===== config.mk =====
export PLATFORM = sky130hd
export DESIGN_NAME = axi_read_arbiter
export DESIGN_NICKNAME = d
export VERILOG_FILES = /design/src/rtl/axi_read_arbiter.sv
export SDC_FILE = /design/constraint.sdc
export NUM_CORES = 1
export LEC_CHECK = 0
export BUFFER_PORTS_ARGS = -buffer_cell sky130_fd_sc_hd__buf_2
export CAP_MARGIN = 15
export CORE_AREA = 8 8 99 101
export DETAILED_ROUTE_END_ITERATION = 6
export DIE_AREA = 0 0 107 109
export PLACE_DENSITY = 0.59
export SLEW_MARGIN = 20
export SYNTH_ARGS = -nofsm -noshare
export SYNTH_HDL_FRONTEND = slang
export SYNTH_SLANG_ARGS = --single-unit

===== constraint.sdc =====
create_clock -name ACLK -period 1.6 [get_ports ACLK]
set_input_delay 0.08 -clock ACLK [delete_from_list [all_inputs] [get_ports ACLK]]
set_output_delay 0.08 -clock ACLK [all_outputs]
set_load 0.05 [all_outputs]

===== src/rtl/axi_read_arbiter.sv =====
// Round-robin arbiter sharing one AXI read slave between two masters; the grant is held from AR through RLast.
// Arbitration costs one idle cycle, then AR/R pass through combinationally; only the granted master sees ready/valid.
module axi_read_arbiter #(
  parameter int ID_W   = 4,
  parameter int ADDR_W = 32,
  parameter int DATA_W = 32,
  parameter int LEN_W  = 4
) (
  input  logic              ACLK,
  input  logic              rst,
  input  logic [ID_W-1:0]   M0_ARID,
  input  logic [ADDR_W-1:0] M0_ARAddr,
  input  logic [LEN_W-1:0]  M0_ARLen,
  input  logic [2:0]        M0_ARSize,
  input  logic [1:0]        M0_ARBurst,
  input  logic              M0_ARValid,
  output logic              M0_ARReady,
  output logic [ID_W-1:0]   M0_RID,
  output logic [DATA_W-1:0] M0_RData,
  output logic [1:0]        M0_RResp,
  output logic              M0_RLast,
  output logic              M0_RValid,
  input  logic              M0_RReady,
  input  logic [ID_W-1:0]   M1_ARID,
  input  logic [ADDR_W-1:0] M1_ARAddr,
  input  logic [LEN_W-1:0]  M1_ARLen,
  input  logic [2:0]        M1_ARSize,
  input  logic [1:0]        M1_ARBurst,
  input  logic              M1_ARValid,
  output logic              M1_ARReady,
  output logic [ID_W-1:0]   M1_RID,
  output logic [DATA_W-1:0] M1_RData,
  output logic [1:0]        M1_RResp,
  output logic              M1_RLast,
  output logic              M1_RValid,
  input  logic              M1_RReady,
  output logic [ID_W+3:0]   S_ARID,
  output logic [ADDR_W-1:0] S_ARAddr,
  output logic [LEN_W-1:0]  S_ARLen,
  output logic [2:0]        S_ARSize,
  output logic [1:0]        S_ARBurst,
  output logic              S_ARValid,
  input  logic              S_ARReady,
  input  logic [ID_W+3:0]   S_RID,
  input  logic [DATA_W-1:0] S_RData,
  input  logic [1:0]        S_RResp,
  input  logic              S_RLast,
  input  logic              S_RValid,
  output logic              S_RReady
);
  localparam logic [1:0] IDLE = 2'd0;
  localparam logic [1:0] ADDR = 2'd1;
  localparam logic [1:0] DATA = 2'd2;

  logic [1:0] state;
  logic       gnt;
  logic       last;
  logic       in_addr;
  logic       in_data;
  logic       ar_hs;
  logic       r_done;
  logic       unused_rid_hi;

  assign in_addr = (state == ADDR);
  assign in_data = (state == DATA);
  assign ar_hs   = S_ARValid && S_ARReady;
  assign r_done  = S_RValid && S_RReady && S_RLast;

  always_ff @(posedge ACLK) begin
    if (rst) begin
      state <= IDLE;
      gnt   <= 1'b0;
      last  <= 1'b1;
    end else begin
      case (state)
        IDLE: begin
          if (M0_ARValid || M1_ARValid) begin
            // On a tie the master that did not finish most recently wins.
            gnt   <= (M0_ARValid && M1_ARValid) ? !last : M1_ARValid;
            state <= ADDR;
          end
        end
        ADDR: begin
          if (ar_hs) state <= DATA;
        end
        DATA: begin
          if (r_done) begin
            last  <= gnt;
            state <= IDLE;
          end
        end
        default: state <= IDLE;
      endcase
    end
  end

  assign S_ARID    = gnt ? {4'd2, M1_ARID} : {4'd1, M0_ARID};
  assign S_ARAddr  = gnt ? M1_ARAddr  : M0_ARAddr;
  assign S_ARLen   = gnt ? M1_ARLen   : M0_ARLen;
  assign S_ARSize  = gnt ? M1_ARSize  : M0_ARSize;
  assign S_ARBurst = gnt ? M1_ARBurst : M0_ARBurst;
  assign S_ARValid = in_addr && (gnt ? M1_ARValid : M0_ARValid);
  assign M0_ARReady = in_addr && !gnt && S_ARReady;
  assign M1_ARReady = in_addr &&  gnt && S_ARReady;

  // Return data is routed purely by the held grant; the slave's ID tag is not consulted.
  assign S_RReady  = in_data && (gnt ? M1_RReady : M0_RReady);
  assign M0_RValid = in_data && !gnt && S_RValid;
  assign M1_RValid = in_data &&  gnt && S_RValid;

  assign M0_RID   = S_RID[ID_W-1:0];
  assign M1_RID   = S_RID[ID_W-1:0];
  assign M0_RData = S_RData;
  assign M1_RData = S_RData;
  assign M0_RResp = S_RResp;
  assign M1_RResp = S_RResp;
  assign M0_RLast = S_RLast;
  assign M1_RLast = S_RLast;

  assign unused_rid_hi = ^S_RID[ID_W+3:ID_W];
endmodule


==> flow_results.org, run 1 <==
** Run status
- Run status :: finished, final reports clean

** STA
- Time the worst path needs with I/O delays and setup :: 1500 ps
- The hold violation count in the final report came to 0.
- Upper clock frequency limit :: 666 MHz
- Setup violations remaining at the end of the flow were counted as 0.
- The worst path uses 93.8% of the clock period.
- Number of max-slew violations in the final report :: 0
- Across the routed clock network, the largest skew measured is 0.470 ps.
- Unrepaired setup endpoints after global routing :: no
- Hold is met by 100 ps.

** Die
- For this configuration, the core starts out at a cell density of 16.7%.
- In this run the horizontal extent of the chip is 107 um.
- Core region area :: 8380 um2
- The die is 109 um tall.
- The die covers 11700 um2.
- 274 I/O pins were placed.
- Placement row count :: 34

** Logic synthesis
- Number of library cell types mapped by synthesis :: 21
- Register bit count reported by yosys :: 4
- XOR/XNOR share of the synthesized area :: 0%
- Fraction of the mapped netlist area in compound gates :: 2.05%
- In this run the biggest area consumer among cell types represents 43.4% of the synthesized area.
- By area, the combinational part of the netlist is dominated by buffers and inverters.
- Part of the Yosys area used for sequential elements :: 5.71%
- Area fraction in and, or, nand and nor cells after synthesis :: 6.60%
- Adder and majority cell fraction of the synthesized area :: 0%
- Synthesis produced 163 cells.
- Sorting the synthesized cells by area gives the leading types as sky130_fd_sc_hd__buf_4 (43%), sky130_fd_sc_hd__mux2_2 (36%), sky130_fd_sc_hd__dfxtp_1 (5.7%).
- During synthesis, Yosys emitted a total of 0 warnings.
- Synth cell count leaders :: sky130_fd_sc_hd__buf_4 (81), sky130_fd_sc_hd__mux2_2 (45), sky130_fd_sc_hd__nor2_1 (8)
- The synthesized netlist occupies a cell area of 1400 um2.
- Cell with the most instances after synthesis :: sky130_fd_sc_hd__buf_4
- Most used flip-flop cell after synthesis :: sky130_fd_sc_hd__dfxtp_1
- The biggest area contributor in the post-synthesis netlist is sky130_fd_sc_hd__buf_4.
- Number of flops mapped to enable cells by yosys :: 0
- Mean cell area of the mapped netlist :: 8.60 um2
- Async set or reset register ratio after synthesis :: 0%
- After synthesis, the share of cell area in mux cells is 38.3%.

** Layout
- Compared with the post-synthesis result, the final layout area differs by 22.7%.
- Cells fill 20.5% of the core in the end.
- Final nets :: 377
- Inserted Diodes :: 0
- Fraction of layout cells with a size suffix above 1 :: 88.0%
- The layout has 937 filler cells.

** Job
- Maxcap violations :: 0

** Setup path
- The worst setup path is launched from a register.
- In this run the worst path has a maximum fanout of 52.
- Kind of critical path :: register to output port
- Reg2reg setup slack :: 340 ps
- The number of cells on the worst reg-to-reg path is 4.
- STA classifies the critical path endpoint as an output port.
- Reg-to-reg critical path startpoint :: gnt
- Data arrival, critical path :: 1420 ps
- For the worst setup path, the data required time is 1520 ps.
- The worst register-to-register path ends at last.

** Pwr
- Combinational cells account for 71.4% of the total power.
- Clock share of power :: 18.8%
- Largest voltage drop on the vdd net :: 0.138 mV
- Switching power of the nets :: 611 uW
- Power per cell area :: 665 nW/um2
- Fraction of power consumed by sequential logic :: 9.9%
- In this run switching power makes up 53.3% of total power.
- For this design the static power due to leakage is 0.893 nW.
- Internal power summed over all cells :: 535 uW

** CTS
- Clk_lat worst skew :: 220 ps
- CTS built an H-tree with a depth of 1.
- Sink count of the clock tree :: 4
- Cell chosen for the clock root :: sky130_fd_sc_hd__clkbuf_8
- Hold-fix buffer count after cts :: 0
- CTS Buffer Depth :: 2
- Reg clk slew, reported paths :: 30 ps
- TritonCTS built the clock tree.
- Number of CTS-inserted buffers :: 3

** Global routing
- Across every metal layer, demand over resource in global routing totals 7.15%.
- Number of antenna violations at the first check in global routing :: 0
- First-pass GRT wire length :: 6870 um
- For this run the aggregate overflow at the end of global routing stands at 0.
- Pin count of the biggest net entering global routing :: 53
- The via count of the first global-routing pass came to 1403.

** Route
- In the routed layout, each cell is associated on average with a via count of 3.76.
- First-pass iteration count of the detailed router :: 2
- DRT antenna net count :: 0
- Final routed wirelength across all metal layers :: 4770 um
- Routed length per placed instance :: 14.0 um
- Detailed-route via count :: 1285
- For this block, the initial DRC count from the detailed router was 30.
- Number of DRC violations after detailed routing :: 0

** Hold path
- For hold timing, the worst endpoint is gnt.
- Hold Path Stages :: 2
- The path class of the tightest hold or removal check is input pin to register.
- In this run the most critical hold path is launched from rst.

** Placement
- Count of buffers from port buffering :: 153
- The congestion estimate from routability-driven global placement came to 0.708.
- The HPWL after detailed placement is 4250 um.
==> per-layer routing <==
| metal | part of all wire [%] | up-vias | routed length (um) | track usage (%) |
|---|---|---|---|---|
| met3 | 19 | 6 | 911 | 5.08 |
| met1 | 30 | 545 | 1440 | 6.28 |
| met4 | 0.88 | 0 | 42 | 2.31 |
| met2 | 50 | 131 | 2370 | 12.7 |
| met5 | 0 | - | 0 | 0 |
| li1 | - | 603 | - | - |
==> flip-flops by register name (all words and copies together) (netlist names) <==
register and cells:
state 2, gnt 1, last 1
==> worst max-delay path by stage <==
stage / startpoint / to / slack (ps) / cells after the start
floorplan: gnt / M1_ARReady / -20 / 4
global placement: gnt / S_ARValid / 300 / 4
finish: gnt / S_ARAddr[4] / 100 / 3
detailed placement: gnt / S_ARValid / 260 / 4
global route: gnt / M1_ARReady / 0.2 / 4
CTS: gnt / S_ARValid / 30 / 4
==> critical path, cell delays in order (launching register included) <==
cell and delay [ps]:
sky130_fd_sc_hd__dfxtp_2 330, sky130_fd_sc_hd__buf_12 250, sky130_fd_sc_hd__mux2_2 380, sky130_fd_sc_hd__buf_2 210
==> cells by family after synthesis <==
| family | count (synthesis) |
|---|---|
| multiplexers | 48 |
| other | 1 |
| AND/OR/NAND/NOR | 18 |
| flip-flops | 4 |
| buffers and inverters | 88 |
| AO/OA/AOI/OAI | 4 |
==> placed cells by master (no fill, tap or decap), types with 2 or more instances in the layout <==
cell,Yosys,routed
sky130_fd_sc_hd__mux2i_1,3,2
sky130_fd_sc_hd__clkbuf_8,0,3
sky130_fd_sc_hd__dfxtp_1,4,3
sky130_fd_sc_hd__nand2_1,2,2
sky130_fd_sc_hd__buf_2,3,153
sky130_fd_sc_hd__conb_1,1,2
sky130_fd_sc_hd__nor2_1,8,8
sky130_fd_sc_hd__mux2_2,45,45
sky130_fd_sc_hd__nand3b_1,2,2
==> through the flow <==
stage	std cells	total power, mW	instance area [um2]	worst slack, ps	setup TNS, ps
floorplan	164	1.22	1410	-17.0	-34.1
global placement	339	0.931	1680	304	0
detailed placement	339	0.941	1680	261	0
CTS	342	1.16	1720	25.0	0
global route	342	1.20	1720	0.194	0
finish	342	1.15	1720	99.1	0
==> final cells by class <==
| class | instances | area, um2 | area share [%] |
|---|---|---|---|
| timing repair buffer | 154 | 786 | 45.6 |
| clock buffer | 3 | 41.3 | 2.40 |
| sequential | 4 | 81.3 | 4.72 |
| tap | 108 | 135 | 7.85 |
| inverter | 1 | 3.75 | 0.218 |
| multi-input combinational | 72 | 674 | 39.2 |
==> power by group through the flow <==
stage          Clock (mW)  Combinational (mW)  Sequential [mW]
2_1_floorplan           0                1.11            0.113
3_3_place_gp            0               0.817            0.114
3_5_place_dp            0               0.826            0.115
4_1_cts             0.220               0.828            0.113
5_1_grt             0.222               0.862            0.114
6_report            0.215               0.818            0.113
==> repair_timing <==
item	CTS	global route
setup endpoints to repair	0	1
buffers inserted	0	0
gates resized for setup	0	1
Note: power is estimated with default switching activity, not from simulation.
==> run 2, diff against run 1 <==
--- a/config.mk
+++ b/config.mk
@@ -5,7 +5,7 @@
 export SDC_FILE = /design/constraint.sdc
 export NUM_CORES = 1
 export LEC_CHECK = 0
-export BUFFER_PORTS_ARGS = -buffer_cell sky130_fd_sc_hd__buf_2
+export BUFFER_PORTS_ARGS = -buffer_cell sky130_fd_sc_hd__clkbuf_2
 export CAP_MARGIN = 15
 export CORE_AREA = 8 8 99 101
 export DETAILED_ROUTE_END_ITERATION = 6
==> flow_results.org, run 2 (synthesized netlist as in run 1, its figures left out) <==
** CTS
- CTS tree :: built
- Reg clk slew, reported paths :: 30 ps (about the same)
- H-tree levels :: 1 (unchanged)
- Clk_lat worst skew :: 220 ps (about the same)
- The hold buffer count at cts was 0 (unchanged).
- The count of cells resized by post-cts repair was 0 (unchanged).
- The number of post-CTS setup repair buffers came to 0 (unchanged).
- Sink count of the clock tree :: 4 (unchanged)
- Cell chosen for the clock root :: sky130_fd_sc_hd__clkbuf_8
- Number of CTS-inserted buffers :: 3 (unchanged)
- The deepest clock path buffer count was 2 (unchanged).

** Die
- Placement row count :: 34 (unchanged)
- The die height came to 109 um (unchanged).
- Die X :: 107 um (unchanged)
- Core region area :: 8380 um2 (unchanged)
- # IOs :: 274 (unchanged)
- The area of the die was 11700 um2 (unchanged).
- The initial core utilization is 16.7% (unchanged).

** STA
- Number of max-slew violations in the final report :: 0 (unchanged)
- Upper clock frequency limit :: 650 MHz (-2.4%)
- Time the worst path needs with I/O delays and setup :: 1540 ps (+36.6 ps)
- The post-route fraction of the period consumed by the critical path was 96.1% (+2.3 points).
- Worst clock skew :: 3.31 ps (+2.84 ps)
- The sum of negative setup slack was 0 ps (unchanged).
- Smallest setup slack after layout :: 62.5 ps (-36.6 ps)
- Final setup vio count :: 0 (unchanged)
- Total count of hold-check failures in the final report :: 0 (unchanged)
- Setup repair after global routing could not meet its margin everywhere.

** Layout
- Inserted Diodes :: 0 (unchanged)
- Top library cells by usage in the layout, fill and taps aside :: sky130_fd_sc_hd__clkbuf_2 (152), sky130_fd_sc_hd__mux2_2 (45), sky130_fd_sc_hd__nor2_1 (8)
- The number of standard cells in the layout, taps in and fillers out is 342 (unchanged).
- Leaving out fill and tap cells, the most frequent cell in the layout is sky130_fd_sc_hd__clkbuf_2.
- Largest register FFs :: 2 (unchanged)
- The area growth from synthesis to final layout is 22.7% (unchanged).
- In the final layout, the registers with the most flip-flops are state x2, gnt x1, last x1.
- Final nets :: 377 (unchanged)
- The utilization after layout came to 20.5% (unchanged).
- Final Instance Area :: 1720 um2 (unchanged)
- Fraction of layout cells with a size suffix above 1 :: 88.0% (unchanged)
- Ranked by flip-flop count, first place goes to state.

** Job
- The count of max-cap constraint violations came to 0 (unchanged).

** Route
- The first-pass iteration count of the detailed router is 4 (+2).
- The routed length per placed instance was 13.9 um (-0.40%).
- The number of nets with antenna violations after routing is 0 (unchanged).
- The via total after detailed routing is 1307 (+1.7%).
- The number of DRC markers after the initial detailed-route iteration is 24 (-20%).
- The via density per instance was 3.82 (+1.7%).
- The routed wire length was 4750 um (-0.40%).
- The detailed-route DRC error count is 0 (unchanged).

** Setup path
- Number of gates on the worst path with buffers counted :: 3 (unchanged)
- On the critical path, the stage with the largest delay is an instance of sky130_fd_sc_hd__mux2_2.
- The cell depth of the worst flop-to-flop path was 4 (unchanged).
- The worst setup path is of the register to output port kind.
- The worst path required time came to 1520 ps (about the same).
- Walking the worst path, the cells encountered are buf_12, mux2_2, clkbuf_2.
- The largest driver fanout on the critical path is 52 (unchanged).
- The sum of buffers and inverters on the critical path was 2 (unchanged).
- Data arrival, critical path :: 1460 ps (+40 ps)
- On the critical path the largest part of the delay comes from buffers and inverters.
- Longest individual stage delay on the worst path :: 380 ps (about the same)
- Critical path endpoint category :: output port
- Crit start category :: register

** Pwr
- The cell leakage power was 0.921 nW (+3.2%).
- The maximum vdd drop is 0.130 mV (-6.0%).
- The power per cell area is 666 nW/um2 (about the same).

** Global routing
- The wire length of the first global-routing pass came to 6890 um (+0.41%).
- Total routing resource utilization after global routing :: 7.11% (-0.035 points)
- The pin count of the biggest net entering global routing came to 53 (unchanged).
- The initial antenna violation count is 0 (unchanged).
- The residual overflow from global routing came to 0 (unchanged).
- Number of global-route vias before repair :: 1363 (-2.9%)

** Placement
- The placement-stage cell area was 1680 um2 (unchanged).
- The number of port buffers came to 153 (unchanged).
- # placed instances :: 339 (unchanged)
- The minimum setup slack after placement is 246 ps (-15.1 ps).
- Gpl congestion :: 0.699 (-1.2%)
- The post-detailed-placement half-perimeter wirelength is 4350 um (+2.5%).

** Hold path
- The path class of the tightest hold or removal check is input pin to register.
- Hold Path Stages :: 2 (unchanged)

** Run status
- The run finished with clean final reports.
## run 2: cell count changes in the layout (fill, tap and decap cells not counted)
cell	delta
sky130_fd_sc_hd__clkbuf_2	+152
sky130_fd_sc_hd__buf_2	-152
## run 2: cell type report
class	instances	area (um2)
Fill cell	940	6660
Timing Repair Buffer	154	786
Multi-Input combinational cell	72	674
Tap cell	108	135
Sequential cell	4	81.3
Clock buffer	3	41.3
Inverter	1	3.75
## run 2: per-layer routing
metal	share of wire, %	track usage (%)
met1	29	6.18
met2	51	12.8
met3	19	4.96
met4	1.1	2.31
met5	0	0
## run 2: final timing paths
kind	start	to	slack, ps
worst min register to register	last	last	520
worst min-delay path	rst	gnt	110
worst max-delay path	gnt	S_ARAddr[16]	60
worst max register to register	gnt	last	330
## run 2: through the flow
stage                     hold slack (ps)  total power, mW
after floorplan                       149             1.22
after global placement                160            0.933
after detailed placement              160            0.943
after CTS                             112             1.17
after global routing                  117             1.21
final                                 111             1.15
## run 2: where the power goes
group / switching [mW] / internal (mW)
clock network: 0.0539 / 0.160
registers: 0.00675 / 0.107
logic: 0.554 / 0.265
